**config.mk**
```make
export PLATFORM = sky130hd
export DESIGN_NAME = assoc_cache
export DESIGN_NICKNAME = d
export VERILOG_FILES = /design/src/rtl/cache_pkg.sv /design/src/rtl/cache_way.sv /design/src/rtl/assoc_cache.sv
export SDC_FILE = /design/constraint.sdc
export NUM_CORES = 1
export LEC_CHECK = 0
export ABC_AREA = 1
export BUFFER_PORTS_ARGS = -buffer_cell sky130_fd_sc_hd__buf_4
export CORE_MARGIN = 1.5
export CORE_UTILIZATION = 65
export DETAILED_ROUTE_END_ITERATION = 10
export PLACE_DENSITY_LB_ADDON = 0.25
export SLEW_MARGIN = 5
export SYNTH_ARGS = -nofsm -noshare
export SYNTH_HDL_FRONTEND = slang
export SYNTH_SLANG_ARGS = --single-unit
```
**constraint.sdc**
```tcl
create_clock -name clk -period 6.6 [get_ports clk]
set_clock_uncertainty 0.15 [all_clocks]
set_input_delay 0.66 -clock clk [delete_from_list [all_inputs] [get_ports clk]]
set_output_delay 0.66 -clock clk [all_outputs]
set_load 0.03 [all_outputs]
```
**src/rtl/cache_pkg.sv**
```systemverilog
// Shared types and address-field width helpers for the two-way associative cache.
package cache_pkg;

    typedef enum logic [2:0] {
        S_IDLE,
        S_MISS_REQ,
        S_REFILL,
        S_WRITE,
        S_RESP
    } cache_state_e;

    function automatic int unsigned word_bits(input int unsigned words);
        return $clog2(words);
    endfunction

    function automatic int unsigned set_bits(input int unsigned sets);
        return $clog2(sets);
    endfunction

    function automatic int unsigned tag_bits(input int unsigned addr_w,
                                             input int unsigned sets,
                                             input int unsigned words);
        return addr_w - 2 - $clog2(words) - $clog2(sets);
    endfunction

endpackage

```
**src/rtl/cache_way.sv**
```systemverilog
// One cache way: valid/tag/data arrays, combinational tag match and word read,
// a single-word write port and a line-fill write port.
module cache_way
    import cache_pkg::*;
#(
    parameter int unsigned TAG_W  = 27,
    parameter int unsigned DATA_W = 32,
    parameter int unsigned SETS   = 2,
    parameter int unsigned WORDS  = 4
) (
    input  logic                           clk,
    input  logic                           rst_n,
    input  logic [set_bits(SETS)-1:0]      set_i,
    input  logic [TAG_W-1:0]               tag_i,
    input  logic [word_bits(WORDS)-1:0]    rd_word_i,
    output logic                           hit_o,
    output logic                           valid_o,
    output logic [DATA_W-1:0]              rdata_o,
    input  logic                           wr_en_i,
    input  logic [word_bits(WORDS)-1:0]    wr_word_i,
    input  logic [DATA_W-1:0]              wr_data_i,
    input  logic                           fill_en_i,
    input  logic [word_bits(WORDS)-1:0]    fill_word_i,
    input  logic [DATA_W-1:0]              fill_data_i,
    input  logic                           fill_last_i
);

    logic [SETS-1:0]   valid_q;
    logic [TAG_W-1:0]  tag_q  [SETS];
    logic [DATA_W-1:0] data_q [SETS][WORDS];

    assign valid_o = valid_q[set_i];
    assign hit_o   = valid_q[set_i] && (tag_q[set_i] == tag_i);
    assign rdata_o = data_q[set_i][rd_word_i];

    always_ff @(posedge clk) begin
        if (!rst_n) begin
            valid_q <= '0;
        end else if (fill_en_i && fill_last_i) begin
            valid_q[set_i] <= 1'b1;
        end
    end

    // Tag/data need no reset: a line is only visible once its valid bit is set.
    always_ff @(posedge clk) begin
        if (wr_en_i) begin
            data_q[set_i][wr_word_i] <= wr_data_i;
        end
        if (fill_en_i) begin
            data_q[set_i][fill_word_i] <= fill_data_i;
            if (fill_last_i) begin
                tag_q[set_i] <= tag_i;
            end
        end
    end

endmodule

```
**src/rtl/assoc_cache.sv**
```systemverilog
// Two-way set-associative write-through cache with per-set LRU and line refill.
// Define CACHE_STATS_EN to add saturating load hit/miss counters.
module assoc_cache
    import cache_pkg::*;
#(
    parameter int unsigned ADDR_W = 32,
    parameter int unsigned DATA_W = 32,
    parameter int unsigned SETS   = 2,
    parameter int unsigned WORDS  = 4
) (
    input  logic              clk,
    input  logic              rst_n,
    input  logic              req_valid_i,
    output logic              req_ready_o,
    input  logic              req_we_i,
    input  logic [ADDR_W-1:0] req_addr_i,
    input  logic [DATA_W-1:0] req_wdata_i,
    output logic              rsp_valid_o,
    output logic [DATA_W-1:0] rsp_rdata_o,
    output logic              mem_req_valid_o,
    input  logic              mem_req_ready_i,
    output logic              mem_req_we_o,
    output logic [ADDR_W-1:0] mem_req_addr_o,
    output logic [DATA_W-1:0] mem_req_wdata_o,
    input  logic              mem_rsp_valid_i,
    input  logic [DATA_W-1:0] mem_rsp_rdata_i
`ifdef CACHE_STATS_EN
    ,
    output logic [31:0]       hit_cnt_o,
    output logic [31:0]       miss_cnt_o
`endif
);

    localparam int unsigned WB    = word_bits(WORDS);
    localparam int unsigned SB    = set_bits(SETS);
    localparam int unsigned TAG_W = tag_bits(ADDR_W, SETS, WORDS);
    localparam logic [ADDR_W-1:0] LINE_MASK = ~ADDR_W'(WORDS * 4 - 1);
    localparam logic [ADDR_W-1:0] WORD_MASK = ~ADDR_W'(3);

    cache_state_e      state_q, state_d;
    logic [ADDR_W-1:0] addr_q, addr_d;
    logic [DATA_W-1:0] wdata_q, wdata_d;
    logic [DATA_W-1:0] rdata_q, rdata_d;
    logic              victim_q, victim_d;
    logic              hitpulse_q, hitpulse_d;
    logic [WB-1:0]     beat_q, beat_d;
    logic [SETS-1:0]   lru_q, lru_d;

    logic [WB-1:0]     req_word, q_word;
    logic [SB-1:0]     req_set, q_set, way_set;
    logic [TAG_W-1:0]  req_tag, q_tag, way_tag;
    logic [1:0]        hit, way_valid, wr_en, fill_en;
    logic [DATA_W-1:0] way_rdata [2];
    logic              accept, any_hit, hit_way, victim, beat_in, last_beat;

    assign req_word  = req_addr_i[2 +: WB];
    assign req_set   = req_addr_i[2 + WB +: SB];
    assign req_tag   = req_addr_i[ADDR_W-1 -: TAG_W];
    assign q_word    = addr_q[2 +: WB];
    assign q_set     = addr_q[2 + WB +: SB];
    assign q_tag     = addr_q[ADDR_W-1 -: TAG_W];

    assign accept    = req_valid_i && (state_q == S_IDLE);
    assign way_set   = (state_q == S_IDLE) ? req_set : q_set;
    assign way_tag   = (state_q == S_IDLE) ? req_tag : q_tag;
    assign any_hit   = |hit;
    assign hit_way   = hit[1];
    assign victim    = !way_valid[0] ? 1'b0 : (!way_valid[1] ? 1'b1 : lru_q[req_set]);
    assign beat_in   = (state_q == S_REFILL) && mem_rsp_valid_i;
    assign last_beat = (beat_q == '1);

    for (genvar g = 0; g < 2; g++) begin : g_way
        assign wr_en[g]   = accept && req_we_i && hit[g];
        assign fill_en[g] = beat_in && (victim_q == 1'(g));

        cache_way #(
            .TAG_W (TAG_W),
            .DATA_W(DATA_W),
            .SETS  (SETS),
            .WORDS (WORDS)
        ) u_way (
            .clk        (clk),
            .rst_n      (rst_n),
            .set_i      (way_set),
            .tag_i      (way_tag),
            .rd_word_i  (req_word),
            .hit_o      (hit[g]),
            .valid_o    (way_valid[g]),
            .rdata_o    (way_rdata[g]),
            .wr_en_i    (wr_en[g]),
            .wr_word_i  (req_word),
            .wr_data_i  (req_wdata_i),
            .fill_en_i  (fill_en[g]),
            .fill_word_i(beat_q),
            .fill_data_i(mem_rsp_rdata_i),
            .fill_last_i(last_beat)
        );
    end

    always_ff @(posedge clk) begin
        if (!rst_n) begin
            state_q    <= S_IDLE;
            addr_q     <= '0;
            wdata_q    <= '0;
            rdata_q    <= '0;
            victim_q   <= 1'b0;
            hitpulse_q <= 1'b0;
            beat_q     <= '0;
            lru_q      <= '0;
        end else begin
            state_q    <= state_d;
            addr_q     <= addr_d;
            wdata_q    <= wdata_d;
            rdata_q    <= rdata_d;
            victim_q   <= victim_d;
            hitpulse_q <= hitpulse_d;
            beat_q     <= beat_d;
            lru_q      <= lru_d;
        end
    end

    always_comb begin
        state_d = state_q;
        case (state_q)
            S_IDLE:     if (accept) begin
                            if (req_we_i)      state_d = S_WRITE;
                            else if (!any_hit) state_d = S_MISS_REQ;
                        end
            S_MISS_REQ: if (mem_req_ready_i) state_d = S_REFILL;
            S_REFILL:   if (mem_rsp_valid_i && last_beat) state_d = S_RESP;
            S_WRITE:    if (mem_req_ready_i) state_d = S_RESP;
            S_RESP:     state_d = S_IDLE;
            default:    state_d = S_IDLE;
        endcase
    end

    always_comb begin
        addr_d     = addr_q;
        wdata_d    = wdata_q;
        rdata_d    = rdata_q;
        victim_d   = victim_q;
        hitpulse_d = 1'b0;
        beat_d     = beat_q;
        lru_d      = lru_q;
        if (accept) begin
            addr_d   = req_addr_i;
            wdata_d  = req_wdata_i;
            victim_d = victim;
            if (req_we_i) begin
                rdata_d = '0;
                if (any_hit) lru_d[req_set] = ~hit_way;
            end else if (any_hit) begin
                rdata_d        = way_rdata[hit_way];
                hitpulse_d     = 1'b1;
                lru_d[req_set] = ~hit_way;
            end
        end
        if (beat_in) begin
            beat_d = beat_q + 1'b1;
            if (beat_q == q_word) rdata_d = mem_rsp_rdata_i;
            if (last_beat)        lru_d[q_set] = ~victim_q;
        end
    end

    always_comb begin
        req_ready_o     = (state_q == S_IDLE);
        rsp_valid_o     = hitpulse_q;
        rsp_rdata_o     = rdata_q;
        mem_req_valid_o = 1'b0;
        mem_req_we_o    = 1'b0;
        mem_req_addr_o  = '0;
        mem_req_wdata_o = '0;
        case (state_q)
            S_MISS_REQ: begin
                mem_req_valid_o = 1'b1;
                mem_req_addr_o  = addr_q & LINE_MASK;
            end
            S_WRITE: begin
                mem_req_valid_o = 1'b1;
                mem_req_we_o    = 1'b1;
                mem_req_addr_o  = addr_q & WORD_MASK;
                mem_req_wdata_o = wdata_q;
            end
            S_RESP:  rsp_valid_o = 1'b1;
            default: ;
        endcase
    end

`ifdef CACHE_STATS_EN
    logic [31:0] hit_cnt_q, miss_cnt_q;

    always_ff @(posedge clk) begin
        if (!rst_n) begin
            hit_cnt_q  <= '0;
            miss_cnt_q <= '0;
        end else if (accept && !req_we_i) begin
            if (any_hit && hit_cnt_q != '1)   hit_cnt_q  <= hit_cnt_q + 1'b1;
            if (!any_hit && miss_cnt_q != '1) miss_cnt_q <= miss_cnt_q + 1'b1;
        end
    end

    assign hit_cnt_o  = hit_cnt_q;
    assign miss_cnt_o = miss_cnt_q;
`endif

endmodule

```
After elaboration in Yosys (flattened, before gate mapping):

Memory sizes are Yosys's and may differ from the RTL's.
Cells that the tools add are included.
Widths: inputs -> output; s select.

* $add $sub $neg: 1
* multiply operators: 0
* divide/modulo/power cells: 0
* magnitude comparators: 11
* equal/unequal tests: 13
* shift operators: 0
* muxes and demuxes: 322
* bitwise operators: 265
* reductions and logical operators: 22

Operator list (number)
* $mux 128: 4
* $mux 32: 15
* $mux 1: 281
* $or 1x1->1: 256
* $bmux 32 s2: 2
* $demux 32 s2: 2
* $pmux 32 s2: 1
* $eq 27x27->1: 2
* $mux 27: 1
* $mux 3: 6
* $logic_and 1x1->1: 17
* $pmux 3 s4: 1
* $mux 2: 4
* $eq 3x2->1 const B: 2
* $ge 3x3->1 const B: 2
* $lt 1x2->1 const B: 3
* $lt 3x1->1 const B: 2
* $not 2->3: 2
* $reduce_and 5->1: 1
* $bwmux 2: 2
* $ne 2x1->1 const B: 2
* $ne 2x2->1 const B: 2
* $not 1->1: 4
* $or 2x2->2: 2
* 13 further kinds: 18

* register bits after elaboration: 109
* latch bits: 0
* bits in writable memories: 620
* memory bits (read-only): 0
* bits of input ports: 102
* output and inout bits: 100
* memories kept: 4

Memory list
* g_way[0].u_way.data_q: depth 2, width 128, rd ports 1, clocked after Yosys merged registers in 0, wr ports 1, RTL line cache_way.sv:30 `logic [DATA_W-1:0] data_q [SETS][WORDS];`
* g_way[1].u_way.data_q: depth 2, width 128, rd ports 1, clocked after Yosys merged registers in 0, wr ports 1, RTL line cache_way.sv:30
* g_way[0].u_way.tag_q: depth 2, width 27, rd ports 1, clocked after Yosys merged registers in 0, wr ports 1, RTL line cache_way.sv:29 `logic [TAG_W-1:0] tag_q [SETS];`
* g_way[1].u_way.tag_q: depth 2, width 27, rd ports 1, clocked after Yosys merged registers in 0, wr ports 1, RTL line cache_way.sv:29

Depth between registers and ports, before layout:

Gate-level depths: netlist (run 1).

* depth in word-level cells: 14
* mapped depth: 22
* gate-level depth less buffers: 19

Cells and area by module:

Synthesis (run 1) repeated with hierarchy kept, for this count alone.

* cell total of the unflattened synthesis: 3503
* area total of the unflattened synthesis: 33315.7 sq um

By module, submodules not included
* cache_way at g_way[1].u_way: instances 1, cells an instance 1358, area each 14039.7 sq um, sequential area each 9349.0 sq um
* cache_way at g_way[0].u_way: instances 1, cells an instance 1358, area each 14038.5 sq um, sequential area each 9349.0 sq um
* assoc_cache: instances 1, cells an instance 787, area each 5237.5 sq um, sequential area each 2062.0 sq um

Worst setup path before layout (run 1):

No wires, ideal clock.

* path type: in2reg
* start point: input port req_addr_i[4]
* end point: memory g_way[1].u_way.data_q[0][0] (netlist bit), enable pin
* library setup time: 0.422 ns
* arrival: 3.643 ns
* data required time: 6.028 ns
* setup slack: 2.385 ns
* cell stages on the path: 17
* cell sequence: inv_1 > nand3_1 > nand2_2 > buf_2 > nand2_1 > nand2_1 > nand2_1 > nand2_1 > nand3_1 > nor2_1 > nand3_1 > nor2_4 > buf_6 > nand2_4 > o21ai_2 > inv_2 > nor2_1

* longest elaborated chain between the ends: 8
* elaborated cells between the ends (all ways): 10

RTL lines
* start: declaration: RTL line assoc_cache.sv:16 `input logic [ADDR_W-1:0] req_addr_i,`
* $mux 1 (*): RTL line assoc_cache.sv:64 `assign way_set = (state_q == S_IDLE) ? req_set : q_set;`
* $mem_v2 2x27 or $mux 1 (tied branches)
* $eq 27x27->1 or $mux 1 (tied branches): RTL line cache_way.sv:33 `assign hit_o = valid_q[set_i] && (tag_q[set_i] == tag_i);`
* $logic_and 1x1->1: RTL line cache_way.sv:33
* $logic_and 1x1->1: RTL line assoc_cache.sv:73 `assign wr_en[g] = accept && req_we_i && hit[g];`
* $mux 1: RTL line cache_way.sv:46 `if (wr_en_i) begin`
* $mux 128 (implied by the code): RTL line cache_way.sv:47 `data_q[set_i][wr_word_i] <= wr_data_i;`
* $or 1x1->1 (no source line)
* end: declaration: RTL line cache_way.sv:30

Every way passes the cells marked *; elsewhere a longest branch is shown, timed or not. The select of a mux whose other input is x is not followed.

Final worst setup path (run 1):

* start point: register state_q[2]
* end point: memory g_way[0].u_way.data_q[1][68] (netlist bit), enable pin

* longest elaborated chain between the ends: 9
* elaborated cells between the ends (all ways): 19

RTL lines
* start: declaration: RTL line assoc_cache.sv:40 `cache_state_e state_q, state_d;`
* start signal: assignment: RTL line assoc_cache.sv:111 `state_q <= state_d;`
* $logic_not 3->1: RTL line assoc_cache.sv:63, assoc_cache.sv:64, assoc_cache.sv:65
* $mux 1: RTL line assoc_cache.sv:64
* $mem_v2 2x27 or $mux 1 (tied branches)
* $eq 27x27->1 or $mux 1 (tied branches): RTL line cache_way.sv:33
* $logic_and 1x1->1: RTL line cache_way.sv:33
* $logic_and 1x1->1: RTL line assoc_cache.sv:73
* $mux 1: RTL line cache_way.sv:46
* $mux 128 (implied by the code): RTL line cache_way.sv:47
* $or 1x1->1 (no source line)
* end: declaration: RTL line cache_way.sv:30

Several ways; a longest one is shown, not always the timed one. The select of a mux whose other input is x is not followed.

==> results_tabular.tex, run 1 <==
\begin{tabular}{lr}
\hline
Metric & Value \\
\hline
\multicolumn{2}{l}{\textbf{Clock network}} \\
Htree depth & 3 \\
Cell chosen for the clock root & sky130\_fd\_sc\_hd\_\_clkbuf\_16 \\
Clock latency on the worst-skew pair & 620 ps \\
TritonCTS clock tree & built \\
Max Root-Sink Buffers & 3 \\
Number of buffers inserted for hold repair after clock tree synthesis & 0 \\
Clock-pin slew on the worst setup and hold paths & 60 ps \\
Num CTS Buffers & 74 \\
Post-CTS Setup Inserts & 0 \\
Number of instances resized during post-cts repair & 0 \\
Number of clock sinks seen by CTS & a little over 700 \\
\multicolumn{2}{l}{\textbf{Synthesis}} \\
Number of enable-type register cells in the synthesized netlist & 620 \\
Avg Synthesized Cell Area & between 8 and 9 um2 \\
Count of mapped cells out of synthesis & a little under 4000 \\
Count of warnings emitted by yosys & 0 \\
Sequential area share after synthesis & 60.74\% \\
Post-synth ARST share & 0\% \\
Most instantiated flip-flop cell in the synthesis netlist & sky130\_fd\_sc\_hd\_\_edfxtp\_1 \\
Netlist area before placement & 34180 um2 \\
Distinct cell type count of the synthesized netlist & 32 \\
Number of register bits inferred by synthesis & between 700 and 800 \\
\multicolumn{2}{l}{\textbf{Setup path}} \\
Peak per-stage delay on the critical path & around 660 ps \\
Worst Path Required & approximately 6800 ps \\
Cell occurring most often along the worst timing path & sky130\_fd\_sc\_hd\_\_nand2\_1 \\
Slowest-stage cell, CP & sky130\_fd\_sc\_hd\_\_nor2\_4 \\
Cell family with most CP delay & simple AND/OR/NAND/NOR gates \\
Element type at the critical path start & register \\
Crit. End Element & register \\
Worst-path fanout max & $\sim$110 \\
WS Path Type & reg -> reg \\
Number of buffer and inverter instances along the worst setup path & 4 \\
Arrival time of data at the critical path endpoint & around 5200 ps \\
Crit-path cells & nor2\_4, nand2\_4, buf\_4, nand2\_1, buf\_4, nand2\_8, nand2\_1, nand2\_1, nand2\_1, nand2\_1, nand2\_1, nor2\_1, nand2\_1, nor2\_2, nand3\_1, o21ai\_0, inv\_1, nor2\_4, buf\_4 \\
\multicolumn{2}{l}{\textbf{Finish}} \\
Number of standard cells in the final layout excluding fillers & between 4000 and 5000 \\
Fraction of final layout cells sized beyond drive strength 1 & 10.50\% \\
Final \#Nets & $\sim$4000 \\
Area grow syn2layout & 12.73\% \\
\multicolumn{2}{l}{\textbf{Routing}} \\
Final routed wirelength across all metal layers & about 97000 um \\
Number of DRC violations after detailed routing & 0 \\
Drt wl/cell & roughly 21 um \\
Avg Vias per Cell & between 6 and 7 \\
Number of iterations in the first detailed-routing pass & 6 \\
Via count & 28120 \\
DR iter-0 viols & 3607 \\
Number of routed nets with antenna violations & 0 \\
\multicolumn{2}{l}{\textbf{Place}} \\
Inst Count DP & $\sim$4500 \\
Global placement routability congestion & 0.9495 \\
Number of I/O port buffers & 197 \\
Final HPWL DP & 55170 um \\
\multicolumn{2}{l}{\textbf{Floorplanning}} \\
Placeable core area & 51610 um2 \\
Standard-cell row count & 83 \\
Top-level port count & around 200 \\
Area of the die & 53960 um2 \\
Overall die width & approximately 230 um \\
Initial Utilization & about two thirds \\
Floorplan die height & 232.3 um \\
\multicolumn{2}{l}{\textbf{Timing}} \\
Finish-stage setup viols & 0 \\
Transition time at the pin with the least slew margin & approximately 1100 ps \\
Timing-limited maximum frequency & approximately 200 MHz \\
Min Tclk post-route & $\sim$5000 ps \\
Slew HR & between 20\% and 30\% \\
Setup TNS & 0 ps \\
Share of the cycle needed by the critical path after routing & $\sim$76\% \\
Count of final max-slew check failures & 0 \\
Setup repair after global routing missed its margin & no \\
Fin. Hold Viols & 0 \\
\multicolumn{2}{l}{\textbf{Power and ir drop}} \\
Reported leakage power & $\sim$16 nW \\
Peak supply drop & approximately 300 uV \\
Power per cell area & between 300 and 400 nW/um2 \\
\multicolumn{2}{l}{\textbf{Hold path}} \\
Worst min-delay path category & in -> reg \\
\multicolumn{2}{l}{\textbf{Global route}} \\
Total Routing Usage GR & between 30\% and 40\% \\
Initial antenna violation count & 2 \\
Via count of the first global-routing pass & $\sim$26000 \\
Residual overflow from global routing & 0 \\
Pin count of the biggest net entering global routing & approximately 110 \\
Wire length of the first global-routing pass & between 100000 and 150000 um \\
\multicolumn{2}{l}{\textbf{Outcome}} \\
Status & completed \\
\multicolumn{2}{l}{\textbf{Run}} \\
Max Cap Violations & 0 \\
\hline
\end{tabular}
flip-flops by register name, indices dropped and copies added (netlist names):
| name | cells |
|---|---|
| hitpulse_q | 1 |
| addr_q | 30 |
| g_way.u_way.valid_q | 4 |
| beat_q | 2 |
| g_way.u_way.data_q | 512 |
| victim_q | 1 |
| wdata_q | 32 |
| lru_q | 2 |
| g_way.u_way.tag_q | 108 |
| state_q | 3 |
| rsp_rdata_o | 32 |
stage by stage:
stage	area (um2)	util [%]	hold WS [ps]	setup WS [ps]	power (mW)
after floorplan	34180	-	280.0	2385	8.981
after global placement	36090	69.92	290.5	1569	10.18
after detailed placement	36090	69.92	294.1	1540	10.31
after CTS	38520	74.64	147.9	1702	14.49
after global routing	38520	74.64	161.2	1209	15.30
final	38530	74.65	165.7	1596	14.60
final timing paths:
check / start / end / slack, ps / cells after the start
setup / recovery: state_q[2] / g_way[0].u_way.data_q[1][68] / 1600 / 19
setup reg to reg: state_q[2] / g_way[0].u_way.data_q[1][68] / 1600 / 19
hold reg to reg: wdata_q[31] / wdata_q[31] / 300 / 2
hold / removal: req_addr_i[25] / addr_q[25] / 170 / 3
cell usage in the layout (no fill, tap or decap), drive strengths merged, types with 4 or more instances in the layout:
master / synthesis / final
nand2: 1385 / 1385
edfxtp: 620 / 620
nand3: 416 / 416
o21ai: 363 / 363
inv: 292 / 293
buf: 107 / 255
nor2: 173 / 173
clkbuf: 153 / 113
a21oi: 112 / 112
dfxtp: 107 / 107
nand4: 69 / 69
clkinv: 17 / 31
a211oi: 25 / 25
bufinv: 0 / 6
nor3: 4 / 4
ha: 4 / 4
cells in the mapped netlist, types with 17 or more instances:
| library cell | count | share of area [%] |
|---|---|---|
| sky130_fd_sc_hd__nand2_1 | 1381 | 15 |
| sky130_fd_sc_hd__dfxtp_1 | 107 | 6.3 |
| sky130_fd_sc_hd__nand4_1 | 69 | 1.3 |
| sky130_fd_sc_hd__nand3_1 | 416 | 6.1 |
| sky130_fd_sc_hd__inv_1 | 284 | 3.1 |
| sky130_fd_sc_hd__buf_1 | 60 | 0.66 |
| sky130_fd_sc_hd__clkinv_1 | 17 | 0.19 |
| sky130_fd_sc_hd__buf_2 | 31 | 0.45 |
| sky130_fd_sc_hd__o21ai_0 | 344 | 5.0 |
| sky130_fd_sc_hd__nor2_1 | 169 | 1.9 |
| sky130_fd_sc_hd__a21oi_1 | 112 | 1.6 |
| sky130_fd_sc_hd__clkbuf_1 | 153 | 1.7 |
| sky130_fd_sc_hd__edfxtp_1 | 620 | 54 |
| sky130_fd_sc_hd__a211oi_1 | 25 | 0.55 |
worst register-to-register path: cells and delay by family (launching register included):
kind	cells	cell delay, ps
flops	1	420
compound gates	1	200
simple gates	14	2670
buf+inv	4	1250
layout make-up:
| cell class | count | area (um2) |
|---|---|---|
| inverter | 309 | 1162 |
| timing repair buffer | 255 | 1952 |
| clock inverter | 22 | 265.3 |
| clock buffer | 113 | 2172 |
| antenna | 1 | 2.502 |
| fill | 3542 | 13090 |
| multi-input combinational | 2564 | 11360 |
| sequential | 727 | 20760 |
| tap | 680 | 850.8 |
metal layers:
layer	vias to the layer above	share of wire (%)	global-route usage, %
met4	2	4.0	15.42
met1	12980	37	47.61
met3	306	12	7.048
met2	1820	47	57.76
li1	13010	-	-
met5	-	0.019	0
power breakdown:
group,leakage (nW),internal (mW),switching [mW]
sequential,6.46,5.35,0.0931
combinational,8.01,1.29,3.64
clock,1.19,2.50,1.72
logic make-up (layout without fill, tap and decap cells):
logic type               Yosys count  count (layout)  share of synthesized area (%)
buffers and inverters            569             699                          6.626
other                              1               3                        0.01097
flip-flops                       727             727                          60.74
AO/OA/AOI/OAI                    506             506                          7.714
adder cells (fa/ha/maj)            4               4                         0.1464
XOR/XNOR                           2               2                        0.05126
AND/OR/NAND/NOR                 2050            2050                          24.71
Power figures use the tool's default switching activity.
==> inputs of run 2 (changes only) <==
--- a/config.mk
+++ b/config.mk
@@ -8,7 +8,7 @@
 export ABC_AREA = 1
 export BUFFER_PORTS_ARGS = -buffer_cell sky130_fd_sc_hd__buf_4
 export CORE_MARGIN = 1.5
-export CORE_UTILIZATION = 65
+export CORE_UTILIZATION = 55
 export DETAILED_ROUTE_END_ITERATION = 10
 export PLACE_DENSITY_LB_ADDON = 0.25
 export SLEW_MARGIN = 5
==> constraint.sdc (replaced) <==
create_clock -name clk -period 4.4 [get_ports clk]
set_clock_uncertainty 0.15 [all_clocks]
set_input_delay 0.44 -clock clk [delete_from_list [all_inputs] [get_ports clk]]
set_output_delay 0.44 -clock clk [all_outputs]
set_load 0.03 [all_outputs]
==> results_tabular.tex, run 2 (synthesis results as in run 1) <==
\begin{tabular}{lr}
\hline
Metric & Value \\
\hline
\multicolumn{2}{l}{\textbf{Outcome}} \\
Status & completed (unchanged) \\
\multicolumn{2}{l}{\textbf{Timing}} \\
Timing-limited maximum frequency & 241.7 MHz (was 199.8 MHz) \\
Fin. Hold Viols & 0 (unchanged) \\
Transition time at the pin with the least slew margin & 1185 ps (was 1144 ps) \\
Min Tclk post-route & 4138 ps (was 5004 ps) \\
Slew HR & 20.91\% (was 23.63\%) \\
Setup repair after global routing missed its margin & no (unchanged) \\
Finish-stage setup viols & 0 (unchanged) \\
Share of the cycle needed by the critical path after routing & 94.04\% (was 75.82\%) \\
Setup TNS & 0 ps (unchanged) \\
Count of final max-slew check failures & 0 (unchanged) \\
\multicolumn{2}{l}{\textbf{Routing}} \\
Number of DRC violations after detailed routing & 0 (unchanged) \\
Final routed wirelength across all metal layers & 100900 um (was 96570 um) \\
Number of routed nets with antenna violations & 0 (unchanged) \\
Drt wl/cell & 20.53 um (was 20.68 um) \\
Number of iterations in the first detailed-routing pass & 6 (unchanged) \\
Via count & 27910 (was 28120) \\
Avg Vias per Cell & 5.679 (was 6.021) \\
DR iter-0 viols & 3369 (was 3607) \\
\multicolumn{2}{l}{\textbf{Clock network}} \\
Number of instances resized during post-cts repair & 0 (unchanged) \\
Num CTS Buffers & 77 (was 74) \\
TritonCTS clock tree & built (unchanged) \\
Number of buffers inserted for hold repair after clock tree synthesis & 62 (was 0) \\
Max Root-Sink Buffers & 3 (unchanged) \\
Post-CTS Setup Inserts & 0 (unchanged) \\
Clock-pin slew on the worst setup and hold paths & 60 ps (about the same) \\
Number of clock sinks seen by CTS & 727 (unchanged) \\
Cell chosen for the clock root & sky130\_fd\_sc\_hd\_\_clkbuf\_16 (unchanged) \\
Clock latency on the worst-skew pair & 630 ps (was 620 ps) \\
Htree depth & 3 (unchanged) \\
\multicolumn{2}{l}{\textbf{Finish}} \\
Largest Register & g\_way.u\_way.data\_q (unchanged) \\
Number of standard cells in the final layout excluding fillers & 4915 (was 4671) \\
Top library cells by usage in the layout, fill and taps aside & sky130\_fd\_sc\_hd\_\_nand2\_1 (1371), sky130\_fd\_sc\_hd\_\_edfxtp\_1 (620), sky130\_fd\_sc\_hd\_\_nand3\_1 (415), sky130\_fd\_sc\_hd\_\_o21ai\_0 (344), sky130\_fd\_sc\_hd\_\_inv\_1 (282) (unchanged) \\
Top Registers & g\_way.u\_way.data\_q (512), g\_way.u\_way.tag\_q (108) (unchanged) \\
Number of flip-flops in the largest register & 512 (unchanged) \\
Fraction of final layout cells sized beyond drive strength 1 & 10.82\% (was 10.50\%) \\
Most common library cell in the layout ignoring fill and taps & sky130\_fd\_sc\_hd\_\_nand2\_1 (unchanged) \\
Final \#Nets & 4120 (was 4037) \\
Number of filler cells placed in the layout & 4829 (was 3542) \\
Area grow syn2layout & 16.41\% (was 12.73\%) \\
\multicolumn{2}{l}{\textbf{Setup path}} \\
Element type at the critical path start & register (unchanged) \\
Worst-path fanout max & 34 (was 113) \\
Arrival time of data at the critical path endpoint & 4290 ps (was 5160 ps) \\
Worst Path Required & 4550 ps (was 6750 ps) \\
WS Path Type & reg -> reg (unchanged) \\
Crit. End Element & register (unchanged) \\
\multicolumn{2}{l}{\textbf{Floorplanning}} \\
Placeable core area & 61600 um2 (was 51610 um2) \\
Overall die width & 252.3 um (was 232.3 um) \\
Initial Utilization & 55.48\% (was 66.22\%) \\
Standard-cell row count & 91 (was 83) \\
Floorplan die height & 252.3 um (was 232.3 um) \\
Top-level port count & 202 (unchanged) \\
Area of the die & 63640 um2 (was 53960 um2) \\
\multicolumn{2}{l}{\textbf{Global route}} \\
Residual overflow from global routing & 0 (unchanged) \\
Wire length of the first global-routing pass & 151400 um (was 146200 um) \\
Via count of the first global-routing pass & 26040 (was 26130) \\
Total Routing Usage GR & 31.57\% (was 35.86\%) \\
Initial antenna violation count & 3 (was 2) \\
Pin count of the biggest net entering global routing & 197 (was 114) \\
\multicolumn{2}{l}{\textbf{Place}} \\
Global placement routability congestion & 1.026 (was 0.9495) \\
Final HPWL DP & 58990 um (was 55170 um) \\
Number of I/O port buffers & 197 (unchanged) \\
Inst Count DP & 4710 (was 4535) \\
\multicolumn{2}{l}{\textbf{Power and ir drop}} \\
Power per cell area & 569.3 nW/um2 (was 378.8 nW/um2) \\
Reported leakage power & 16.13 nW (was 15.66 nW) \\
Peak supply drop & 856.2 uV (was 303.7 uV) \\
\multicolumn{2}{l}{\textbf{Hold path}} \\
Worst min-delay path category & in -> reg (unchanged) \\
\multicolumn{2}{l}{\textbf{Run}} \\
Max Cap Violations & 0 (unchanged) \\
\hline
\end{tabular}
[run 2: cell types whose count changed in the layout (fill, tap and decap cells not counted), sizes merged]
cell / change
dlygate4sd3: +62
clkbuf: -23
buf: +18
clkinv: +18
bufinv: +8
diode: +2
inv: +2
[run 2: final timing paths]
check                  from                            end  slack [ps]  cells after the start
max              state_q[2]  g_way[1].u_way.data_q[0][119]         260                     19
min          req_wdata_i[1]                     wdata_q[1]          30                      3
max reg2reg      state_q[2]  g_way[1].u_way.data_q[0][119]         260                     19
min reg2reg     wdata_q[26]                    wdata_q[26]         300                      2
[run 2: cell type report]
type | instances | area [um2] | share of cell area [%]
antenna | 3 | 7.507 | 0.01887
clock buffer | 90 | 2028 | 5.098
clock inverter | 50 | 610.6 | 1.535
inverter | 309 | 1162 | 2.922
multi-input combinational | 2564 | 11360 | 28.56
sequential | 727 | 20760 | 52.18
tap | 837 | 1047 | 2.632
timing repair buffer | 335 | 2808 | 7.057
[run 2: worst max-delay path, stage by stage (launching register included)]
cell and delay [ps]:
sky130_fd_sc_hd__dfxtp_1 360, sky130_fd_sc_hd__nor2_4 190, sky130_fd_sc_hd__nand2_4 200, sky130_fd_sc_hd__nand2_1 190, sky130_fd_sc_hd__nand2_4 300, sky130_fd_sc_hd__buf_12 290, sky130_fd_sc_hd__nand2_1 110, sky130_fd_sc_hd__nand2_1 90
sky130_fd_sc_hd__nand2_1 80, sky130_fd_sc_hd__nand2_1 50, sky130_fd_sc_hd__nor2_1 260, sky130_fd_sc_hd__nand2_1 90, sky130_fd_sc_hd__nor2_1 170, sky130_fd_sc_hd__nand2_1 170, sky130_fd_sc_hd__nor2_4 180, sky130_fd_sc_hd__nand2_4 100
sky130_fd_sc_hd__o21ai_2 140, sky130_fd_sc_hd__inv_2 80, sky130_fd_sc_hd__nor2_4 270, sky130_fd_sc_hd__buf_12 280
[run 2: metrics by stage]
stage / util, % / power (mW) / worst slack (ps) / area (um2) / hold WS (ps)
2_1_floorplan: - / 13.47 / 308.2 / 34180 / 280.0
3_3_place_gp: 59.29 / 15.62 / 437.8 / 36520 / 289.3
3_5_place_dp: 59.29 / 15.76 / 379.9 / 36520 / 294.1
4_1_cts: 64.58 / 22.58 / 363.9 / 39780 / 8.057
5_1_grt: 64.58 / 23.70 / 39.01 / 39780 / 48.85
6_report: 64.59 / 22.65 / 262.4 / 39790 / 32.64
[run 2: layer usage]
layer  vias up  wire length (um)  track usage [%]
met2      1514             48170            52.22
met1     12960             38210            41.18
met3       245             10540            5.170
met5         -                13                0
met4         2              3965            13.96
li1      13190                 -                -
[run 2: report_power, final]
part | internal, mW | total (mW) | switching, mW
Clock | 4.12 | 6.82 | 2.70
Combinational | 2.10 | 7.68 | 5.57
Sequential | 8.02 | 8.15 | 0.134
